`src/rtl/cache_pkg.sv`:
```
// Shared definitions for the set-associative cache.
//   state_t      : controller FSM states
//   POLICY_*     : values accepted by the WRITE_BACK parameter
//   index_w/age_w: derived field widths
//   line_meta_t  : per-line tag/valid/dirty record (tag zero-extended to TAG_MAX_W)
package cache_pkg;

    typedef enum logic [2:0] {
        ST_IDLE,
        ST_LOOKUP,
        ST_WRBACK,
        ST_FILL,
        ST_WTHRU,
        ST_RESP
    } state_t;

    localparam int POLICY_WT = 0;
    localparam int POLICY_WB = 1;

    localparam int TAG_MAX_W = 32;

    typedef struct packed {
        logic                 valid;
        logic                 dirty;
        logic [TAG_MAX_W-1:0] tag;
    } line_meta_t;

    function automatic int index_w(input int sets);
        return $clog2(sets);
    endfunction

    function automatic int age_w(input int ways);
        return (ways > 1) ? $clog2(ways) : 1;
    endfunction

endpackage

```
`src/rtl/cache_lru.sv`:
```
// Per-set age tracking for LRU replacement.
//   clk, rst_n  : clock, synchronous active-low reset
//   set_idx     : set being looked up / touched
//   valid_vec   : valid bits of that set's ways
//   touch       : touched way becomes most recent this cycle
//   touch_way   : way being touched
//   lru_way     : way with the maximum age in set_idx
//   inv_found   : set_idx has at least one invalid way
//   inv_way     : lowest-index invalid way
module cache_lru
    import cache_pkg::*;
#(
    parameter int SETS    = 4,
    parameter int WAYS    = 2,
    parameter int INDEX_W = 2,
    parameter int AGE_W   = 1
) (
    input  logic               clk,
    input  logic               rst_n,
    input  logic [INDEX_W-1:0] set_idx,
    input  logic [WAYS-1:0]    valid_vec,
    input  logic               touch,
    input  logic [AGE_W-1:0]   touch_way,
    output logic [AGE_W-1:0]   lru_way,
    output logic               inv_found,
    output logic [AGE_W-1:0]   inv_way
);

    logic [AGE_W-1:0] age [SETS][WAYS];
    logic [AGE_W-1:0] touch_age;
    logic [AGE_W-1:0] max_age;

    assign touch_age = age[set_idx][touch_way];

    always_comb begin
        lru_way = '0;
        max_age = age[set_idx][0];
        for (int unsigned w = 1; w < WAYS; w++) begin
            if (age[set_idx][w] > max_age) begin
                max_age = age[set_idx][w];
                lru_way = AGE_W'(w);
            end
        end
    end

    always_comb begin
        inv_found = 1'b0;
        inv_way   = '0;
        for (int unsigned w = 0; w < WAYS; w++) begin
            if (!valid_vec[w] && !inv_found) begin
                inv_found = 1'b1;
                inv_way   = AGE_W'(w);
            end
        end
    end

    // Ages are seeded with the identity permutation so that the
    // "ages are a permutation of 0..WAYS-1" invariant holds from reset;
    // with all-zero ages every touch would leave the set unordered.
    always_ff @(posedge clk) begin
        if (!rst_n) begin
            for (int unsigned s = 0; s < SETS; s++)
                for (int unsigned w = 0; w < WAYS; w++)
                    age[s][w] <= AGE_W'(w);
        end else if (touch) begin
            for (int unsigned w = 0; w < WAYS; w++) begin
                if (AGE_W'(w) == touch_way)
                    age[set_idx][w] <= '0;
                else if (age[set_idx][w] < touch_age)
                    age[set_idx][w] <= age[set_idx][w] + 1'b1;
            end
        end
    end

endmodule

```
`src/rtl/set_assoc_cache.sv`:
```
// N-way set-associative single-word-line cache with LRU replacement,
// write-through/no-allocate or write-back/write-allocate policy and
// saturating hit/miss counters.
//   clk, rst_n          : clock, synchronous active-low reset
//   cpu_req_*, cpu_we,
//   cpu_addr, cpu_wdata : CPU request (valid/ready)
//   cpu_resp_valid,
//   cpu_rdata, cpu_hit  : one-cycle completion pulse with data / hit flag
//   mem_req_*, mem_we,
//   mem_addr, mem_wdata : next-level request (valid/ready)
//   mem_resp_valid,
//   mem_rdata           : next-level completion / fill data
//   clr_stats           : clear hit_cnt / miss_cnt
module set_assoc_cache
    import cache_pkg::*;
#(
    parameter int ADDR_W     = 8,
    parameter int DATA_W     = 32,
    parameter int SETS       = 4,
    parameter int WAYS       = 2,
    parameter int WRITE_BACK = 0,
    parameter int CNT_W      = 16
) (
    input  logic              clk,
    input  logic              rst_n,
    input  logic              cpu_req_valid,
    output logic              cpu_req_ready,
    input  logic              cpu_we,
    input  logic [ADDR_W-1:0] cpu_addr,
    input  logic [DATA_W-1:0] cpu_wdata,
    output logic              cpu_resp_valid,
    output logic [DATA_W-1:0] cpu_rdata,
    output logic              cpu_hit,
    output logic              mem_req_valid,
    input  logic              mem_req_ready,
    output logic              mem_we,
    output logic [ADDR_W-1:0] mem_addr,
    output logic [DATA_W-1:0] mem_wdata,
    input  logic              mem_resp_valid,
    input  logic [DATA_W-1:0] mem_rdata,
    input  logic              clr_stats,
    output logic [CNT_W-1:0]  hit_cnt,
    output logic [CNT_W-1:0]  miss_cnt
);

    localparam int INDEX_W = index_w(SETS);
    localparam int AGE_W   = age_w(WAYS);
    localparam int TAG_W   = ADDR_W - INDEX_W;
    localparam bit WB      = (WRITE_BACK == POLICY_WB);

    state_t state, next_state;

    logic              req_we;
    logic [ADDR_W-1:0] req_addr;
    logic [DATA_W-1:0] req_wdata;
    logic              hit_r;
    logic [AGE_W-1:0]  victim_r;
    logic              mem_acc;

    line_meta_t        meta [SETS][WAYS];
    logic [DATA_W-1:0] data [SETS][WAYS];

    logic [INDEX_W-1:0] idx;
    logic [TAG_W-1:0]   tag;
    logic [WAYS-1:0]    valid_vec;
    logic               hit;
    logic [AGE_W-1:0]   hit_way;
    logic [AGE_W-1:0]   lru_way, inv_way, victim;
    logic               inv_found, victim_dirty, mem_done;
    logic               touch;
    logic [AGE_W-1:0]   touch_way;

    assign idx = req_addr[INDEX_W-1:0];
    assign tag = req_addr[ADDR_W-1:INDEX_W];

    always_comb begin
        hit       = 1'b0;
        hit_way   = '0;
        valid_vec = '0;
        for (int unsigned w = 0; w < WAYS; w++) begin
            valid_vec[w] = meta[idx][w].valid;
            if (meta[idx][w].valid && meta[idx][w].tag == TAG_MAX_W'(tag)) begin
                hit     = 1'b1;
                hit_way = AGE_W'(w);
            end
        end
    end

    cache_lru #(
        .SETS    (SETS),
        .WAYS    (WAYS),
        .INDEX_W (INDEX_W),
        .AGE_W   (AGE_W)
    ) u_lru (
        .clk       (clk),
        .rst_n     (rst_n),
        .set_idx   (idx),
        .valid_vec (valid_vec),
        .touch     (touch),
        .touch_way (touch_way),
        .lru_way   (lru_way),
        .inv_found (inv_found),
        .inv_way   (inv_way)
    );

    assign victim       = inv_found ? inv_way : lru_way;
    assign victim_dirty = WB && meta[idx][victim].valid && meta[idx][victim].dirty;
    // A response is only meaningful once our request has been accepted.
    assign mem_done     = mem_acc && mem_resp_valid;

    always_comb begin
        touch     = 1'b0;
        touch_way = victim_r;
        case (state)
            ST_LOOKUP: begin
                if (hit) begin
                    touch     = 1'b1;
                    touch_way = hit_way;
                end else if (req_we && WB && !victim_dirty) begin
                    touch     = 1'b1;
                    touch_way = victim;
                end
            end
            ST_WRBACK: touch = mem_done && req_we;
            ST_FILL:   touch = mem_done;
            default:   ;
        endcase
    end

    always_comb begin
        next_state = state;
        case (state)
            ST_IDLE:   if (cpu_req_valid) next_state = ST_LOOKUP;
            ST_LOOKUP: begin
                if (hit)
                    next_state = (req_we && !WB) ? ST_WTHRU : ST_RESP;
                else if (req_we)
                    next_state = !WB ? ST_WTHRU : (victim_dirty ? ST_WRBACK : ST_RESP);
                else
                    next_state = victim_dirty ? ST_WRBACK : ST_FILL;
            end
            ST_WRBACK: if (mem_done) next_state = req_we ? ST_RESP : ST_FILL;
            ST_FILL,
            ST_WTHRU:  if (mem_done) next_state = ST_RESP;
            ST_RESP:   next_state = ST_IDLE;
            default:   next_state = ST_IDLE;
        endcase
    end

    always_ff @(posedge clk) begin
        if (!rst_n) state <= ST_IDLE;
        else        state <= next_state;
    end

    assign cpu_req_ready  = (state == ST_IDLE) && rst_n;
    assign cpu_resp_valid = (state == ST_RESP);
    assign cpu_hit        = (state == ST_RESP) && hit_r;

    always_ff @(posedge clk) begin
        if (!rst_n) begin
            req_we        <= 1'b0;
            req_addr      <= '0;
            req_wdata     <= '0;
            hit_r         <= 1'b0;
            victim_r      <= '0;
            mem_acc       <= 1'b0;
            mem_req_valid <= 1'b0;
            mem_we        <= 1'b0;
            mem_addr      <= '0;
            mem_wdata     <= '0;
            cpu_rdata     <= '0;
            for (int unsigned s = 0; s < SETS; s++)
                for (int unsigned w = 0; w < WAYS; w++)
                    meta[s][w] <= '0;
        end else begin
            if (mem_req_valid && mem_req_ready) begin
                mem_req_valid <= 1'b0;
                mem_acc       <= 1'b1;
            end
            if (mem_done) mem_acc <= 1'b0;

            case (state)
                ST_IDLE: if (cpu_req_valid) begin
                    req_we    <= cpu_we;
                    req_addr  <= cpu_addr;
                    req_wdata <= cpu_wdata;
                end
                ST_LOOKUP: begin
                    hit_r    <= hit;
                    victim_r <= victim;
                    if (hit && !req_we) cpu_rdata <= data[idx][hit_way];
                    if (hit && req_we && WB) meta[idx][hit_way].dirty <= 1'b1;
                    case (next_state)
                        ST_WRBACK: begin
                            mem_req_valid <= 1'b1;
                            mem_we        <= 1'b1;
                            mem_addr      <= {meta[idx][victim].tag[TAG_W-1:0], idx};
                            mem_wdata     <= data[idx][victim];
                        end
                        ST_FILL: begin
                            mem_req_valid <= 1'b1;
                            mem_we        <= 1'b0;
                            mem_addr      <= req_addr;
                        end
                        ST_WTHRU: begin
                            mem_req_valid <= 1'b1;
                            mem_we        <= 1'b1;
                            mem_addr      <= req_addr;
                            mem_wdata     <= req_wdata;
                        end
                        default: ;
                    endcase
                    if (!hit && req_we && WB && !victim_dirty)
                        meta[idx][victim] <= line_meta_t'{valid: 1'b1, dirty: 1'b1,
                                                          tag: TAG_MAX_W'(tag)};
                end
                ST_WRBACK: if (mem_done) begin
                    if (req_we) begin
                        meta[idx][victim_r] <= line_meta_t'{valid: 1'b1, dirty: 1'b1,
                                                            tag: TAG_MAX_W'(tag)};
                    end else begin
                        mem_req_valid <= 1'b1;
                        mem_we        <= 1'b0;
                        mem_addr      <= req_addr;
                    end
                end
                ST_FILL: if (mem_done) begin
                    meta[idx][victim_r] <= line_meta_t'{valid: 1'b1, dirty: 1'b0,
                                                        tag: TAG_MAX_W'(tag)};
                    cpu_rdata           <= mem_rdata;
                end
                default: ;
            endcase
        end
    end

    // Data array is deliberately left out of reset.
    always_ff @(posedge clk) begin
        if (rst_n) begin
            if (state == ST_LOOKUP && req_we) begin
                if (hit)
                    data[idx][hit_way] <= req_wdata;
                else if (WB && !victim_dirty)
                    data[idx][victim] <= req_wdata;
            end
            if (state == ST_WRBACK && mem_done && req_we) data[idx][victim_r] <= req_wdata;
            if (state == ST_FILL && mem_done)             data[idx][victim_r] <= mem_rdata;
        end
    end

    always_ff @(posedge clk) begin
        if (!rst_n || clr_stats) begin
            hit_cnt  <= '0;
            miss_cnt <= '0;
        end else if (state == ST_LOOKUP) begin
            if (hit && hit_cnt != '1)    hit_cnt  <= hit_cnt + 1'b1;
            if (!hit && miss_cnt != '1)  miss_cnt <= miss_cnt + 1'b1;
        end
    end

endmodule

```
`config.mk`:
```
export PLATFORM = sky130hd
export DESIGN_NAME = set_assoc_cache
export DESIGN_NICKNAME = d
export VERILOG_FILES = /design/src/rtl/cache_pkg.sv /design/src/rtl/cache_lru.sv /design/src/rtl/set_assoc_cache.sv
export SDC_FILE = /design/constraint.sdc
export NUM_CORES = 1
export LEC_CHECK = 0
export CORE_UTILIZATION = 64
export CTS_BUF_LIST = sky130_fd_sc_hd__clkbuf_8
export DETAILED_ROUTE_END_ITERATION = 8
export HOLD_SLACK_MARGIN = 0.08
export PLACE_DENSITY = 0.94
export REMOVE_ABC_BUFFERS = 1
export SLEW_MARGIN = 20
export SYNTH_ARGS = -nofsm -noshare
export SYNTH_HDL_FRONTEND = slang
export SYNTH_SLANG_ARGS = --single-unit
```
`constraint.sdc`:
```
create_clock -name clk -period 6.3 [get_ports clk]
set_clock_uncertainty 0.1 [all_clocks]
set_input_delay 1.575 -clock clk [delete_from_list [all_inputs] [get_ports clk]]
set_output_delay 1.575 -clock clk [all_outputs]
set_load 0.02 [all_outputs]
```
==> metrics, run 1 <==
layout cell share with drive strength beyond 1=between 10% and 20%; Top FF cell, synth=edfxtp_1; setup violators final=0; fill cell count=between 1500 and 2000; CP Class=reg -> reg; Critical Path AT=4930 ps; worst slew pin tran=1183 ps; Rows=65; die area=0.03276 sq mm; CTS clk-pin slew, worst paths=60 ps; VDD IR-drop max=0.2023 mV; initial drt markers=2006; hold_buf cts=0; clock sinks=475; Tcrit/Tclk final=76.58%; Critical Path RT=between 6000 and 7000 ps; initial core utilization=64.98%; # Max-Cap Violations=0; Hold Path Class=reg -> reg; grt ovf=0; number of distinct library cells after synthesis=58; worst-case clock buffer depth=3; core area=0.03156 sq mm; async set-reset flop share out of synthesis=0%; RD Place Congestion=0.8647; Die Height=approximately 180 um; fin util=between 70 and 80%; Total GRT Usage=34.00%; Yosys Warn Count=0; synthesized area=0.02050 sq mm; RSZ-0062 raised after global routing=false; Clk Latency, worst-skew pair=just over 600 ps; Ant. Diodes=0; H-tree levels=3; max_slew headroom=roughly a fifth; first-pass GRT wire length=~84000 um; Routed Antenna Nets=0; post-cts sizing count=0; Syn Inst Count=1593; Post-DP HPWL=33810 um; crit path time final=4824 ps; CTS buffer count=74; Buffers on Ports=187; Post-synth EDFFs=311; register area share after synthesis=61.56%; final wirelength=55340 um; Fin Setup TNS=0 ps; post-CTS setup buffer count=0; I/O pins=188; leak pwr=slightly above 8 nW; area occupied by multi-input gates=between 0.007 and 0.008 sq mm; DR WL/cell=24.80 um; power per cell area=around 280 mW/mm^2; CTS tree=done; Final #Nets=1849; CTS Root Cell=clkbuf_8; pre-CTS setup slack=1152 ps; Critical Path End Type=register; largest net degree at the start of global routing=65; Post-route DRC=0; Peak Freq=207.3 MHz; Vias/cell=6.594; Max FO, Critical Path=46; number of global-route vias before repair=15210; final worst setup slack=roughly 1500 ps; outcome=finished, final reports clean; Area Growth Syn to Fin=18.19%; Via Count=14710; Yosys reg bits=475; crit path launch type=register; Slew Viols, Final=0; initial antenna violation count=0; die width=around 180 um; DRT Pass-1 Iters=6; Avg Inst Size Synth=12.87 sq um; Hold Vio Cnt, Final=0; register area=0.01263 sq mm
## registers in the layout, indices dropped and copies added, names as in the netlist, named ones only
name	count
data	256
cpu_rdata	32
mem_req_valid	1
mem_wdata	32
hit_r	1
mem_addr	8
meta	56
hit_cnt	16
mem_we	1
state	3
mem_acc	1
victim_r	1
req_addr	8
miss_cnt	16
req_we	1
u_lru.age	8
req_wdata	32
## final cells by class
type,instances,area share [%]
Sequential cell,475,52.12
Tap cell,402,2.076
Clock inverter,55,1.219
Timing Repair Buffer,209,8.959
Multi-Input combinational cell,999,30.83
Clock buffer,82,4.657
Inverter,9,0.1394
## metrics by stage
stage	hold WS (ps)	cells	instance area (sq um)	power, mW
final	348.7	2231	24230	6.697
after global routing	366.9	2231	24230	6.885
after CTS	349.3	2224	24080	6.671
after detailed placement	334.8	2087	22650	4.222
after global placement	327.0	2085	22600	4.178
after floorplan	317.9	1483	20000	3.952
## cell usage after synthesis (3+ instances only)
| master | instances | area (sq um) |
|---|---|---|
| nor3_1 | 31 | 155.2 |
| or3_1 | 3 | 18.77 |
| a21o_1 | 10 | 75.07 |
| nand4_1 | 5 | 31.28 |
| a21boi_1 | 29 | 217.7 |
| o211ai_1 | 3 | 22.52 |
| nand2_1 | 243 | 912.1 |
| clkbuf_1 | 81 | 304.0 |
| nor3b_1 | 3 | 22.52 |
| a21oi_1 | 41 | 205.2 |
| buf_4 | 6 | 45.04 |
| xor2_1 | 8 | 70.07 |
| buf_2 | 15 | 75.07 |
| dfxtp_1 | 164 | 3283 |
| buf_6 | 6 | 67.56 |
| a311o_1 | 32 | 320.3 |
| xnor2_1 | 30 | 262.8 |
| nor4b_1 | 6 | 52.55 |
| nand2b_1 | 10 | 62.56 |
| nand3_1 | 15 | 75.07 |
| and4_1 | 4 | 35.03 |
| inv_1 | 7 | 26.28 |
| mux4_1 | 3 | 78.83 |
| nor2b_1 | 15 | 93.84 |
| mux2_2 | 67 | 754.5 |
| o21ai_0 | 57 | 285.3 |
| a31oi_1 | 3 | 18.77 |
| mux2i_1 | 58 | 580.6 |
| or2_2 | 4 | 25.02 |
| and3_1 | 7 | 43.79 |
| a21boi_0 | 48 | 360.4 |
| mux4_2 | 70 | 1577 |
| nor2_1 | 126 | 473.0 |
| and2_1 | 37 | 231.5 |
| nand3b_1 | 4 | 30.03 |
| edfxtp_1 | 311 | 9339 |
| nor4_1 | 4 | 25.02 |
## layout by cell type, fill, tap and decap left out, drive strengths merged, types with 4 or more instances in the layout
master | Yosys | layout
edfxtp | 311 | 311
mux4 | 73 | 73
o21ai | 57 | 57
dfxtp | 164 | 164
clkdlybuf4s50 | 0 | 186
nor2b | 15 | 15
a21oi | 41 | 41
and4 | 4 | 4
xnor2 | 30 | 30
clkbuf | 82 | 83
clkinvlp | 0 | 4
nand2b | 10 | 10
xor2 | 8 | 8
and2 | 37 | 37
nor4 | 5 | 5
nor3 | 31 | 31
a21o | 10 | 10
mux2i | 58 | 58
mux2 | 67 | 67
nor4b | 6 | 6
a311o | 32 | 32
nand3b | 4 | 4
nand4 | 5 | 5
nand3 | 15 | 15
nor2 | 127 | 127
and3 | 7 | 7
nand2 | 243 | 243
inv | 7 | 34
clkinv | 2 | 24
buf | 28 | 22
a21boi | 78 | 78
or2 | 4 | 4
## per-layer routing
layer	part of all wire, %	track usage (%)
met2	50	57.62
met4	5.1	18.41
met3	11	7.398
met5	0	0
met1	34	40.75
## logic make-up (layout without fill, tap and decap cells)
logic type               after synthesis  count (layout)  synth area share (%)
AO/OA/AOI/OAI                        241             241                 8.135
XOR/XNOR                              38              38                 1.623
adder cells (fa/ha/maj)                2               2                0.1220
buffers and inverters                119             355                 2.606
flip-flops                           475             475                 61.56
multiplexers                         198             198                 14.58
AND/OR/NAND/NOR                      520             520                 11.37
## worst paths after layout
path,start,cells after the start,to,slack (ps)
max,register,7,data[3][22],1480
max reg2reg,register,7,data[3][22],1480
min reg2reg,meta[2][15],1,meta[2][15],350
min,meta[2][15],1,meta[2][15],350
## power by group
part	leakage [nW]	internal, mW	total (mW)	switching [mW]
Sequential	4.23	3.39	3.49	0.0956
Clock	0.816	1.29	2.51	1.22
Combinational	3.12	0.288	0.702	0.414
## critical path, cell delays in order (launching register included)
cell and delay [ps]:
dfxtp_4 850, buf_4 830, o21ai_0 370, nor4_4 450, nand2_1 100, buf_4 290, o21a_1 410, nor2_4 950
(Power assumes the default switching activity.)
==> inputs of run 2 (changes only) <==
- CORE_UTILIZATION: 64 -> 54
- PLACE_DENSITY: 0.94 -> 0.85
- clock period: 6.3 -> 3.9 ns (I/O delays scaled with it)
==> run 2 against run 1 <==
  * Die area is 18% higher
  * Total power is 63% higher
  * Critical endpoint is now cpu_hit
  * Critical path type is now reg -> out
  * Global-route usage is 7.8 points lower
  * Core utilization is 11 points lower
==> metrics, run 2 (synthesis gave the netlist of run 1 again) <==
DR WL/cell=21.27 um (-14%); worst slew pin tran=1018 ps (-165.8 ps); Peak Freq=287.7 MHz; initial core utilization=54.69% (-10 points); VDD IR-drop max=0.2646 mV (+31%); H-tree levels=3 (unchanged); Hold Path Class=reg -> reg; power per cell area=444.2 mW/mm^2 (+61%); I/O pins=188 (unchanged); grt ovf=0 (unchanged); most common cell after layout, fill and taps aside=edfxtp_1; Critical Path AT=2400 ps (-2530 ps); DRT Pass-1 Iters=5 (-1); Post-Place Cells=2230 (+6.9%); Max FO, Critical Path=11 (-76%); CTS clk-pin slew, worst paths=60 ps (about the same); fill cell count=2608 (+51%); Total GRT Usage=26.23% (-7.8 points); first-pass GRT wire length=77740 um (-7.7%); Top delay family on crit path=simple AND/OR/NAND/NOR gates; crit path max-delay cell type=clkdlybuf4s50_1; post-cts sizing count=0 (unchanged); Routed Antenna Nets=0 (unchanged); Hold Vio Cnt, Final=0 (unchanged); core area=0.03749 sq mm (+19%); Area Growth Syn to Fin=20.19%; crit path time final=3475 ps; CP max stage delay=620 ps (-330 ps); Post-DP HPWL=31550 um (-6.7%); Rows=71 (+9.2%); Buffers on Ports=187 (unchanged); Tcrit/Tclk final=89.11%; RD Place Congestion=0.8183 (-5.4%); Die Height=196.9 um (+8.8%); Critical Path End Type=primary output; post-CTS setup buffer count=0 (unchanged); worst-case clock buffer depth=3 (unchanged); CP Class=reg -> out; fin util=65.73% (-11 points); largest registers=data x256, meta x56; CTS buffer count=76 (+2.7%); leak pwr=8.334 nW (+2.1%); CP Cell Sequence=nor2b_1 > and3_1 > clkdlybuf4s50_1; Critical Path RT=2820 ps (-3580 ps); max reg flops=256 (unchanged); initial antenna violation count=1 (+1); initial drt markers=1181 (-41%); most frequent cells in the layout=edfxtp_1 (311), nand2_1 (242), clkdlybuf4s50_1 (186); CTS Root Cell=clkbuf_8; crit path launch type=register; Vias/cell=5.906 (-10%); max_slew headroom=32.16% (+11 points); RSZ-0062 raised after global routing=false; # Max-Cap Violations=0 (unchanged); Ant. Diodes=0 (unchanged); Reg with most FFs=data; final wirelength=50430 um (-8.9%); Slew Viols, Final=0 (unchanged); Final #Nets=1878 (+1.6%); setup violators final=0 (unchanged); CTS tree=done; number of global-route vias before repair=14200 (-6.6%); Post-route DRC=0 (unchanged); final cell count without fillers=2371 (+6.3%); outcome=finished, final reports clean; die width=196.9 um (+8.8%); Via Count=14000 (-4.8%); layout cell share with drive strength beyond 1=17.31% (+1.6 points); hold_buf cts=0 (unchanged); Clk Latency, worst-skew pair=610 ps (about the same); die area=0.03875 sq mm (+18%); largest net degree at the start of global routing=77 (+18%); clock sinks=475 (unchanged); CP bufs+invs=1 (-1)
run 2: through the flow:
step,hold slack (ps),power [mW],setup TNS [ps],worst slack (ps),instance area [sq um]
floorplan,317.9,6.384,-1237560,-4602,20000
global placement,333.3,6.794,0,234.0,23120
detailed placement,343.8,6.832,0,156.4,23120
CTS,358.5,11.01,0,282.6,24630
global route,381.3,11.34,0,124.9,24640
finish,351.8,10.95,0,424.6,24640
run 2: path summary, 6_finish.rpt:
| path | start | end | slack, ps | cells after the start |
|---|---|---|---|---|
| setup / recovery | state[0] | cpu_hit | 420 | 3 |
| hold / removal | mem_wdata[26] | mem_wdata[26] | 350 | 2 |
| setup reg to reg | register | cpu_rdata[10] | 440 | 11 |
| hold reg to reg | mem_wdata[26] | mem_wdata[26] | 350 | 2 |
run 2: routing by layer:
metal | up-vias | GRT usage, % | routed length, um
li1 | 6282 | - | -
met1 | 6906 | 33.69 | 20150
met2 | 682 | 43.10 | 24320
met3 | 130 | 6.759 | 4522
met4 | 4 | 9.475 | 1413
met5 | - | 0 | 23
run 2: layout make-up:
class | instances | area (sq um) | area share [%]
Sequential cell | 475 | 12630 | 51.25
Multi-Input combinational cell | 999 | 7475 | 30.33
Timing Repair Buffer | 236 | 2354 | 9.551
Clock inverter | 57 | 355.3 | 1.442
Tap cell | 511 | 639.4 | 2.595
Clock buffer | 84 | 1156 | 4.692
Inverter | 9 | 33.78 | 0.1371
run 2: tightest hold or removal path: stages, from the launching register on:
cell     delay, ps
dfxtp_1        320
nand2_1         40
o21ai_0         50
run 2: power breakdown:
group / internal (mW) / switching, mW / leakage, nW
Clock: 2.26 / 1.94 / 0.865
Combinational: 0.480 / 0.659 / 3.24
Sequential: 5.48 / 0.121 / 4.23
